## src/rtl/switch_press_decoder.sv

```systemverilog
// Push-button front end: two-flop synchroniser, counter debouncer and a
// press classifier that emits short/long pulses, a held flag and a short-press count.
module switch_press_decoder #(
   parameter int DEBOUNCE_LIMIT = 250_000,
   parameter int LONG_PRESS     = 25_000_000
) (
   input  logic       i_Clk,
   input  logic       i_Rst,
   input  logic       i_Switch_1,
   output logic       o_Switch,
   output logic       o_Press_Short,
   output logic       o_Press_Long,
   output logic       o_Held,
   output logic [7:0] o_Press_Count,
   output logic [1:0] o_State
);

   localparam int DW = $clog2(DEBOUNCE_LIMIT);
   localparam int HW = $clog2(LONG_PRESS);
   localparam logic [DW-1:0] DB_LAST   = DW'(DEBOUNCE_LIMIT - 1);
   localparam logic [HW-1:0] HOLD_LAST = HW'(LONG_PRESS - 1);

   typedef enum logic [1:0] {
      S_IDLE    = 2'd0,
      S_PRESSED = 2'd1,
      S_LONG    = 2'd2
   } state_t;

   logic          sync_meta;
   logic          sync_sw;
   logic [DW-1:0] db_count;

   state_t        state, state_nxt;
   logic [HW-1:0] hold, hold_nxt;
   logic          short_nxt, long_nxt, held_nxt;
   logic [7:0]    count_nxt;

   always_ff @(posedge i_Clk) begin
      if (i_Rst) begin
         sync_meta <= 1'b0;
         sync_sw   <= 1'b0;
      end else begin
         sync_meta <= i_Switch_1;
         sync_sw   <= sync_meta;
      end
   end

   // Any sample matching the current level restarts the qualification window.
   always_ff @(posedge i_Clk) begin
      if (i_Rst) begin
         db_count <= '0;
         o_Switch <= 1'b0;
      end else if (sync_sw == o_Switch) begin
         db_count <= '0;
      end else if (db_count == DB_LAST) begin
         db_count <= '0;
         o_Switch <= sync_sw;
      end else begin
         db_count <= db_count + DW'(1);
      end
   end

   always_ff @(posedge i_Clk) begin
      if (i_Rst) begin
         state         <= S_IDLE;
         hold          <= '0;
         o_Press_Short <= 1'b0;
         o_Press_Long  <= 1'b0;
         o_Held        <= 1'b0;
         o_Press_Count <= 8'd0;
      end else begin
         state         <= state_nxt;
         hold          <= hold_nxt;
         o_Press_Short <= short_nxt;
         o_Press_Long  <= long_nxt;
         o_Held        <= held_nxt;
         o_Press_Count <= count_nxt;
      end
   end

   // Release is tested before the long threshold so a coincident release counts as short.
   always_comb begin
      state_nxt = state;
      hold_nxt  = hold;
      short_nxt = 1'b0;
      long_nxt  = 1'b0;
      held_nxt  = o_Held;
      count_nxt = o_Press_Count;
      case (state)
         S_IDLE: begin
            held_nxt = 1'b0;
            if (o_Switch) begin
               state_nxt = S_PRESSED;
               hold_nxt  = '0;
            end
         end
         S_PRESSED: begin
            if (!o_Switch) begin
               short_nxt = 1'b1;
               count_nxt = o_Press_Count + 8'd1;
               state_nxt = S_IDLE;
               hold_nxt  = hold + HW'(1);
            end else if (hold == HOLD_LAST) begin
               long_nxt  = 1'b1;
               held_nxt  = 1'b1;
               state_nxt = S_LONG;
            end else begin
               hold_nxt  = hold + HW'(1);
            end
         end
         S_LONG: begin
            held_nxt = 1'b1;
            if (!o_Switch) begin
               held_nxt  = 1'b0;
               state_nxt = S_IDLE;
            end
         end
         default: begin
            state_nxt = S_IDLE;
            held_nxt  = 1'b0;
         end
      endcase
   end

   assign o_State = state;

endmodule

```

## config.mk

```make
export PLATFORM = sky130hd
export DESIGN_NAME = switch_press_decoder
export DESIGN_NICKNAME = d
export VERILOG_FILES = /design/src/rtl/switch_press_decoder.sv
export SDC_FILE = /design/constraint.sdc
export NUM_CORES = 1
export LEC_CHECK = 0
export ABC_AREA = 1
export BUFFER_PORTS_ARGS = -buffer_cell sky130_fd_sc_hd__buf_2
export CAP_MARGIN = 20
export CELL_PAD_IN_SITES_DETAIL_PLACEMENT = 2
export CELL_PAD_IN_SITES_GLOBAL_PLACEMENT = 2
export CORE_MARGIN = 2
export CORE_UTILIZATION = 30
export DETAILED_ROUTE_END_ITERATION = 12
export GPL_TIMING_DRIVEN = 0
export PLACE_DENSITY_LB_ADDON = 0.1
export SLEW_MARGIN = 30
export SYNTH_ARGS = -nofsm -noshare
export SYNTH_HDL_FRONTEND = slang
export SYNTH_SLANG_ARGS = --single-unit
export TNS_END_PERCENT = 1
```

## constraint.sdc

```tcl
create_clock -name i_Clk -period 1.6 [get_ports i_Clk]
set_input_delay 0.32 -clock i_Clk [delete_from_list [all_inputs] [get_ports i_Clk]]
set_output_delay 0.32 -clock i_Clk [all_outputs]
set_load 0.1 [all_outputs]
```

==> results of run 1 <==
## path summary, 6_finish.rpt
kind,from,endpoint,slack (ps),cells past startpoint
max,hold[1],hold[13],-150,12
min,i_Switch_1,sync_meta,190,3
max reg2reg,hold[1],hold[13],-150,12
min reg2reg,sync_meta,sync_sw,410,2
## area by class of cell
class	instances	area (µm²)	share of cell area
well taps	143	179	0.0402
multi-input cells	407	2200	0.495
plain buffers	13	97.6	0.0219
repair buffers	30	215	0.0484
clock buffers	13	250	0.0563
flip-flops and latches	59	1240	0.278
inverters	59	226	0.0509
clock inverters	3	40.0	0.00900
## per-layer routing
layer  up-vias  wire (µm)
met4         0        213
met2        31       6730
met1      1902       5860
met5         -          0
met3        14        230
li1       1815          -
## what timing repair did
action / 4_1_cts / 5_1_grt
resized for setup: 65 / 37
cloned: 1 / 0
pin swaps: 14 / 8
endpoints found under the setup margin: 53 / 54
buffers inserted: 13 / 1
## flip-flops by register name, summed over array words and instances, names as in the netlist
register / count
hold: 25
o_Press_Count: 8
o_State: 2
db_count: 18
o_Held: 1
sync_meta: 1
o_Press_Long: 1
o_Press_Short: 1
sync_sw: 1
o_Switch: 1
## placed cells by master (no fill, tap or decap), types with 7 or more instances in the layout
cell,count
inv_1,50
buf_2,16
nor3_1,14
a21oi_2,12
clkbuf_16,9
nand3_1,53
nand4_1,10
dfxtp_2,24
buf_4,12
dfxtp_4,7
a21oi_1,19
nand2_2,21
nand2_1,121
nor2_1,85
dfxtp_1,28
nor2_2,13
## worst max-delay path, cell delays in order, from the launching register on
cell,delay (ps)
dfxtp_4,360
ha_4,160
nand2_4,60
nor2_4,110
nand2_2,90
nor2_4,130
nand3_2,90
nand2_2,110
nand2_4,100
nand2_8,130
buf_12,140
nand2_4,50
a21oi_2,130
## logic make-up after synthesis
logic type | synth area share
adder cells (fa/ha/maj) | 0.0219
AO/OA/AOI/OAI | 0.0765
AND/OR/NAND/NOR | 0.456
flip-flops | 0.344
XOR/XNOR | 0.0153
buffers and inverters | 0.0867
## power by group
| group | internal (mW) | switching, mW | leakage [nW] |
|---|---|---|---|
| clock | 1.24 | 0.724 | 0.144 |
| combinational | 0.0132 | 0.0412 | 0.976 |
| sequential | 1.46 | 0.00222 | 0.494 |
| total | 2.72 | 0.768 | 1.61 |
==> run_results.csv, run 1 <==
group,metric,value,unit
placement,gp_congestion,0.780,
floorplan,die_h,111,µm
global_routing,gr-usage-met1,0.269,
global_routing,use_met2,0.402,
sta,finalSetupTns,-3040,ps
placement,dp.cells,696,
global_routing,grt_pass1_vias,4153,
floorplan,start_util,0.305,
layout,final_cells,727,
setup_path,crit_path_end_kind,"register",
route,drt_iter0_drc,131,
route,drcViolationCount,0,
clock_network,cts_tree,"built",
yosys,ys.flop_type,"dfxtp_1",
route,wl,13000,µm
power_and_ir_drop,design_power_total,3.49,mW
clock_network,cts_max_path_buffers,2,
placement,dp_hpwl,9170,µm
global_routing,gr-usage-met3,0.0334,
sta,fin_skew,8.37,ps
power_and_ir_drop,powerDensity,784,mW/mm²
clock_network,cts_hold_buf,0,
setup_path,path_class,"register to register",
layout,drive_gt1_frac,0.288,
route,wl_per_cell,17.9,µm
layout,post-route-cell-area,0.00445,mm²
placement,placed_cell_area,0.00372,mm²
yosys,synthesis.nets,547,
sta,fin_crit,1750,ps
yosys,synthCells,538,
flow_run,maxCapViolations,0,
floorplan,rows,39,
layout,fin_util,0.395,
layout,insertedDiodeCount,0,
yosys,yosys.area.top_type,"dfxtp_1",
route,dr_total_vias,3762,
sta,timing.fmax,0.570,GHz
yosys,yosys_warnings,0,
clock_network,cts-buffers-inserted,9,
global_routing,grt_max_degree,11,
yosys,synth_edf_count,0,
floorplan,die_x,111,µm
yosys,synthArstFlopShare,0,
global_routing,grt_pass1_wl,21600,µm
sta,tightest_slew,749,ps
placement,place_ws,-618,ps
sta,slew_viol_final,0,
setup_path,cp.required,1860,ps
setup_path,arrival,2010,ps
route,postRouteAntennaNets,0,
floorplan,coreArea,0.0113,mm²
clock_network,h-tree-depth,3,
power_and_ir_drop,peakVddDrop,0.447,mV
yosys,synth.distinct_cells,36,
outcome,status,"finished, violations left",
setup_path,startpoint_type,"register",
sta,rsz0062_at_grt,"true",
layout,area_growth,29.5,%
sta,hold_violations,0,
yosys,synth-seq-cells,59,
clock_network,root_buffer,"clkbuf_16",
sta,layout_setup_ws,-153,ps
hold_path,min_path_type,"primary input to register",
route,via_per_inst,5.17,
sta,setup_violations,29,
yosys,ys_seq_area_frac,0.344,
placement,port_buffers,15,
floorplan,io_pins,17,
sta,whs,191,ps
global_routing,track_usage,0.224,
global_routing,grt_busiest_layer,"met2",
yosys,syn_avg_cell_area,6.38,µm²
sta,slew_headroom,0.501,
power_and_ir_drop,leakage,1.61,nW
setup_path,cp_max_fo,6,
clock_network,clk_pin_slew_worst_paths,60,ps
outcome,violations,"setup timing",
yosys,synth_most_common_cell,"nand2_1",
yosys,synth_common_cells,"133 x nand2_1, 101 x nor2_1, 59 x dfxtp_1, 59 x nand3_1, 55 x inv_1",
yosys,synthTopCellsByArea,"dfxtp_1 34%, nand2_1 15%, nor2_1 11%",
clock_network,clock_latency,340,ps
global_routing,gr-total-overflow,0,
clock_network,cts_sinks,59,
layout,fin_nets,588,
global_routing,antenna_found_initial,0,
sta,min_period_over_period,1.10,
route,dr.pass1.iters,4,
floorplan,dieArea,0.0123,mm²
yosys,syn_area,0.00343,mm²
layout,fillers,1373,
yosys,synth_top_area_share,0.344,
Power figures use the tool's default switching activity.
==> inputs of run 2 (changes only) <==
--- a/config.mk
+++ b/config.mk
@@ -19,4 +19,3 @@
 export SYNTH_ARGS = -nofsm -noshare
 export SYNTH_HDL_FRONTEND = slang
 export SYNTH_SLANG_ARGS = --single-unit
-export TNS_END_PERCENT = 1
==> run_results.csv, run 2 (synthesis gave the netlist of run 1 again) <==
group,metric,value,unit
outcome,status,"finished, violations left",
outcome,violations,"setup timing",
layout,area_growth,43.5,%
sta,setup_violations,25,
power_and_ir_drop,seqPwrFrac,0.419,
setup_path,crit_path_end_kind,"register",
setup_path,crit_top_cell,"nand2_2",
placement,gp_congestion,0.835,
global_routing,grt_pass1_vias,4271,
floorplan,die_h,111,µm
route,drt_iter0_drc,96,
layout,largest_register_ffs,25,
setup_path,crit_chain,"inv_2, nand2_1, nor2_4, nand2_2, nor2_4, nand3_2, nand2_2, nand2_4, nand2_8, buf_12, buf_12, nand2_2, a21oi_2",
hold_path,min_path_type,"primary input to register",
global_routing,antenna_found_initial,0,
setup_path,cp_num_buf_inv,3,
floorplan,rows,39,
sta,tightest_slew,761,ps
placement,dp_hpwl,9050,µm
sta,layout_setup_ws,-171,ps
setup_path,crit_family,"simple AND/OR/NAND/NOR gates",
clock_network,cts_max_path_buffers,2,
route,dr_total_vias,3900,
clock_network,clock_latency,340,ps
sta,slew_viol_final,0,
power_and_ir_drop,p_sw,0.756,mW
sta,hold_violations,0,
clock_network,cts_tree,"built",
placement,placed_cell_area,0.00376,mm²
setup_path,cpPeakStageDelay,350,ps
clock_network,clk_pin_slew_worst_paths,50,ps
power_and_ir_drop,p_comb_frac,0.017,
layout,layout_common_cells,"112 x nand2_1, 78 x nor2_1, 47 x inv_1",
floorplan,start_util,0.305,
layout,fin_util,0.437,
layout,final_common_cell,"nand2_1",
layout,reg_top3,"hold x25, db_count x18, o_Press_Count x8",
power_and_ir_drop,leakage,1.81,nW
layout,regMostFlops,"hold",
sta,fin_crit,1770,ps
placement,port_buffers,15,
clock_network,root_buffer,"clkbuf_16",
clock_network,cts-buffers-inserted,9,
power_and_ir_drop,p_int,2.70,mW
power_and_ir_drop,pwr-share-clk,0.564,
power_and_ir_drop,peakVddDrop,0.577,mV
setup_path,crit_path_top_delay_cell,"dfxtp_2",
layout,fin_nets,615,
sta,slew_headroom,0.493,
clock_network,h-tree-depth,3,
layout,post-route-cell-area,0.00493,mm²
flow_run,maxCapViolations,0,
setup_path,arrival,2030,ps
global_routing,gr-total-overflow,0,
route,dr.pass1.iters,4,
power_and_ir_drop,powerDensity,702,mW/mm²
sta,min_period_over_period,1.11,
sta,rsz0062_at_grt,"true",
route,postRouteAntennaNets,0,
floorplan,dieArea,0.0123,mm²
setup_path,r2r_setup_slack,-170,ps
setup_path,startpoint_type,"register",
setup_path,cp.required,1860,ps
route,drcViolationCount,0,
global_routing,grt_max_degree,11,
layout,drive_gt1_frac,0.386,
power_and_ir_drop,p_sw_frac,0.218,
setup_path,cp_max_fo,5,
sta,timing.fmax,0.565,GHz
global_routing,track_usage,0.226,
route,wl,14200,µm
setup_path,path_class,"register to register",
floorplan,io_pins,17,
floorplan,die_x,111,µm
clock_network,cts_sinks,59,
route,wl_per_cell,18.9,µm
global_routing,grt_pass1_wl,22000,µm
floorplan,coreArea,0.0113,mm²
layout,insertedDiodeCount,0,
sta,fin_skew,3.66,ps
route,via_per_inst,5.17,
## run 2: final cells by class
type	count	area [µm²]
fillers	1303	6340
multi-input cells	407	2400
flip-flops and latches	59	1260
repair buffers	57	448
clock buffers	11	243
inverters	59	231
well taps	143	179
plain buffers	13	111
clock inverters	5	52.6
## run 2: what timing repair did
action	in CTS	in global routing
setup buffers	26	16
pin swaps	21	29
gates cloned	1	0
gates resized for setup	80	77
hold buffers	0	0
setup endpoints to repair	48	48
## run 2: power groups by stage
| stage | combinational [mW] | clock [mW] | sequential (mW) |
|---|---|---|---|
| floorplan | 0.0298 | 0 | 1.50 |
| global placement | 0.0466 | 0 | 1.50 |
| detailed placement | 0.0480 | 0 | 1.50 |
| CTS | 0.0568 | 2.00 | 1.46 |
| global route | 0.0652 | 2.04 | 1.45 |
| finish | 0.0584 | 1.95 | 1.45 |
## run 2: path summary, 6_finish.rpt
kind,from,to,cells past startpoint
worst max-delay path,hold[8],hold[12],13
worst min register to register,sync_meta,sync_sw,2
worst min-delay path,i_Switch_1,sync_meta,3
worst max register to register,hold[8],hold[12],13
## run 2: per-layer routing
metal,part of all wire,routed length [µm],up-vias,GRT usage
li1,-,-,1868,-
met1,0.42,6040,1946,0.275
met2,0.52,7420,51,0.398
met3,0.022,308,35,0.0312
met4,0.034,478,0,0.103
met5,0,0,-,0
## run 2: per-stage QoR
| step | instances | TNS, ps | hold slack (ps) | setup slack (ps) | power (mW) |
|---|---|---|---|---|---|
| floorplan | 538 | -23.5 | 388 | -23.5 | 1.53 |
| global placement | 696 | -10520 | 394 | -351 | 1.55 |
| detailed placement | 696 | -14100 | 405 | -464 | 1.55 |
| CTS | 739 | -1680 | 179 | -135 | 3.52 |
| global route | 754 | -5430 | 200 | -257 | 3.56 |
| finish | 754 | -2740 | 192 | -171 | 3.46 |
## run 2: worst min-delay path, cell delays in order
cell	delay, ps
buf_2	100
inv_1	40
nor2_1	30
==> inputs of run 3 (changes only) <==
--- a/config.mk
+++ b/config.mk
@@ -10,7 +10,6 @@
 export CAP_MARGIN = 20
 export CELL_PAD_IN_SITES_DETAIL_PLACEMENT = 2
 export CELL_PAD_IN_SITES_GLOBAL_PLACEMENT = 2
-export CORE_MARGIN = 2
 export CORE_UTILIZATION = 30
 export DETAILED_ROUTE_END_ITERATION = 12
 export GPL_TIMING_DRIVEN = 0
==> run_results.csv, run 3 (synthesis gave the netlist of run 1 again) <==
group,metric,value,unit
outcome,status,"finished, violations left",
outcome,violations,"setup timing",
sta,min_period_over_period,1.24,
layout,fin_util,0.455,
setup_path,cp.required,1870,ps
floorplan,die_h,109,µm
hold_path,min_path_type,"primary input to register",
layout,largest_register_ffs,25,
flow_run,maxCapViolations,0,
layout,final_common_cell,"nand2_1",
power_and_ir_drop,p_int,2.50,mW
power_and_ir_drop,powerDensity,662,mW/mm²
route,postRouteAntennaNets,0,
sta,setup_violations,30,
layout,reg_top3,"hold x25, db_count x18, o_Press_Count x8",
placement,port_buffers,15,
global_routing,grt_max_degree,11,
sta,tightest_slew,769,ps
global_routing,grt_pass1_wl,21500,µm
layout,fillers,1234,
power_and_ir_drop,pwr-share-clk,0.540,
layout,regMostFlops,"hold",
route,wl_met2,8170,µm
clock_network,cts_max_path_buffers,2,
route,route.met3.wl,799,µm
route,via_per_inst,5.28,
floorplan,start_util,0.313,
route,dr_total_vias,4015,
power_and_ir_drop,seqPwrFrac,0.440,
route,highest-signal-layer,"met4",
floorplan,rows,38,
sta,timing.fmax,0.506,GHz
layout,drive_gt1_frac,0.370,
sta,slew_viol_final,0,
power_and_ir_drop,p_comb_frac,0.020,
power_and_ir_drop,peakVddDrop,0.850,mV
clock_network,cts_tree,"built",
clock_network,clock_latency,350,ps
layout,area_growth,45.4,%
sta,hold_violations,0,
setup_path,worstRegToRegCells,13,
power_and_ir_drop,p_sw_frac,0.243,
floorplan,die_x,109,µm
floorplan,coreArea,0.0110,mm²
layout,insertedDiodeCount,0,
setup_path,path_class,"register to register",
route,dr.pass1.iters,4,
placement,dp_hpwl,8940,µm
sta,rsz0062_at_grt,"true",
layout,multi_input_area,0.00236,mm²
layout,layout_common_cells,"118 x nand2_1, 78 x nor2_1, 49 x inv_1",
sta,slew_headroom,0.487,
setup_path,cp_max_fo,5,
sta,fin_skew,8.37,ps
global_routing,antenna_found_initial,0,
layout,post-route-cell-area,0.00499,mm²
power_and_ir_drop,p_sw,0.802,mW
placement,placed_cell_area,0.00376,mm²
setup_path,arrival,2250,ps
layout,fin_nets,625,
clock_network,clk_pin_slew_worst_paths,60,ps
route,drt-met1-wl,6550,µm
route,wl_per_cell,20.9,µm
clock_network,cts_hold_buf,0,
setup_path,startpoint_type,"register",
power_and_ir_drop,leakage,1.89,nW
sta,fin_crit,1980,ps
layout,seq_area,0.00125,mm²
clock_network,root_buffer,"clkbuf_16",
route,wl,15900,µm
clock_network,cts_sinks,59,
placement,gp_congestion,0.775,
global_routing,grt_pass1_vias,4142,
global_routing,gr-total-overflow,0,
floorplan,dieArea,0.0119,mm²
clock_network,h-tree-depth,3,
route,drcViolationCount,0,
floorplan,io_pins,17,
sta,layout_setup_ws,-378,ps
route,drt_iter0_drc,173,
setup_path,crit_path_end_kind,"register",
hold_path,whs_path_depth,3,
clock_network,cts-buffers-inserted,9,
global_routing,track_usage,0.244,
setup_path,r2r_setup_slack,-380,ps
==> run 3: cell types whose count changed in the layout (fill, tap and decap cells not counted), sizes merged <==
cell | previous run | this run
buf | 63 | 72
bufinv | 1 | 0
clkinv | 4 | 5
clkinvlp | 1 | 2
==> run 3: stage by stage <==
| step | setup WS, ps | instances | setup TNS, ps | hold WS [ps] | total power [mW] |
|---|---|---|---|---|---|
| 4_1_cts | -143 | 742 | -2510 | 215 | 3.32 |
| 2_1_floorplan | -23.5 | 538 | -23.5 | 388 | 1.53 |
| 3_3_place_gp | -374 | 693 | -11200 | 402 | 1.55 |
| 6_report | -378 | 761 | -8530 | 203 | 3.30 |
| 3_5_place_dp | -452 | 693 | -14380 | 417 | 1.55 |
| 5_1_grt | -382 | 761 | -10370 | 203 | 3.39 |
==> run 3: worst paths after layout <==
check,endpoint,startpoint
setup / recovery,hold[14],hold[10]
hold / removal,sync_meta,i_Switch_1
setup reg to reg,hold[14],hold[10]
hold reg to reg,sync_sw,sync_meta
==> run 3: power groups by stage <==
stage	sequential, mW	clock [mW]	combinational (mW)
global route	1.45	1.86	0.0698
CTS	1.46	1.79	0.0607
floorplan	1.50	0	0.0298
finish	1.46	1.78	0.0649
global placement	1.50	0	0.0469
detailed placement	1.50	0	0.0482
==> run 3: per-layer routing <==
metal / vias up / GRT usage
li1: 1886 / -
met1: 2007 / 0.295
met2: 98 / 0.429
met3: 24 / 0.0616
met4: 0 / 0.0627
met5: - / 0
==> run 3: area by class of cell <==
cell class	count	share of cell area
Multi-Input combinational cell	407	0.473
Buffer	12	0.0188
Inverter	59	0.0504
Tap cell	140	0.0351
Clock inverter	6	0.00651
Timing Repair Buffer	68	0.119
Sequential cell	59	0.251
Clock buffer	10	0.0459
==> run 3: timing repair <==
item / 4_1_cts / 5_1_grt
pin swaps: 17 / 26
setup endpoints to repair: 48 / 47
gates cloned: 2 / 1
buffers inserted: 31 / 24
gates resized for setup: 75 / 77
==> run 3: critical path: stages (launching register included) <==
cell and delay, ps:
dfxtp_4 360, inv_4 70, nand2_1 90, nor2_2 230
nand2_2 100, nor2_4 130, nand3_2 110, nand2_4 130
nand2_8 90, nand2_8 100, buf_12 140, buf_12 130
nand2_2 60, a21oi_2 140
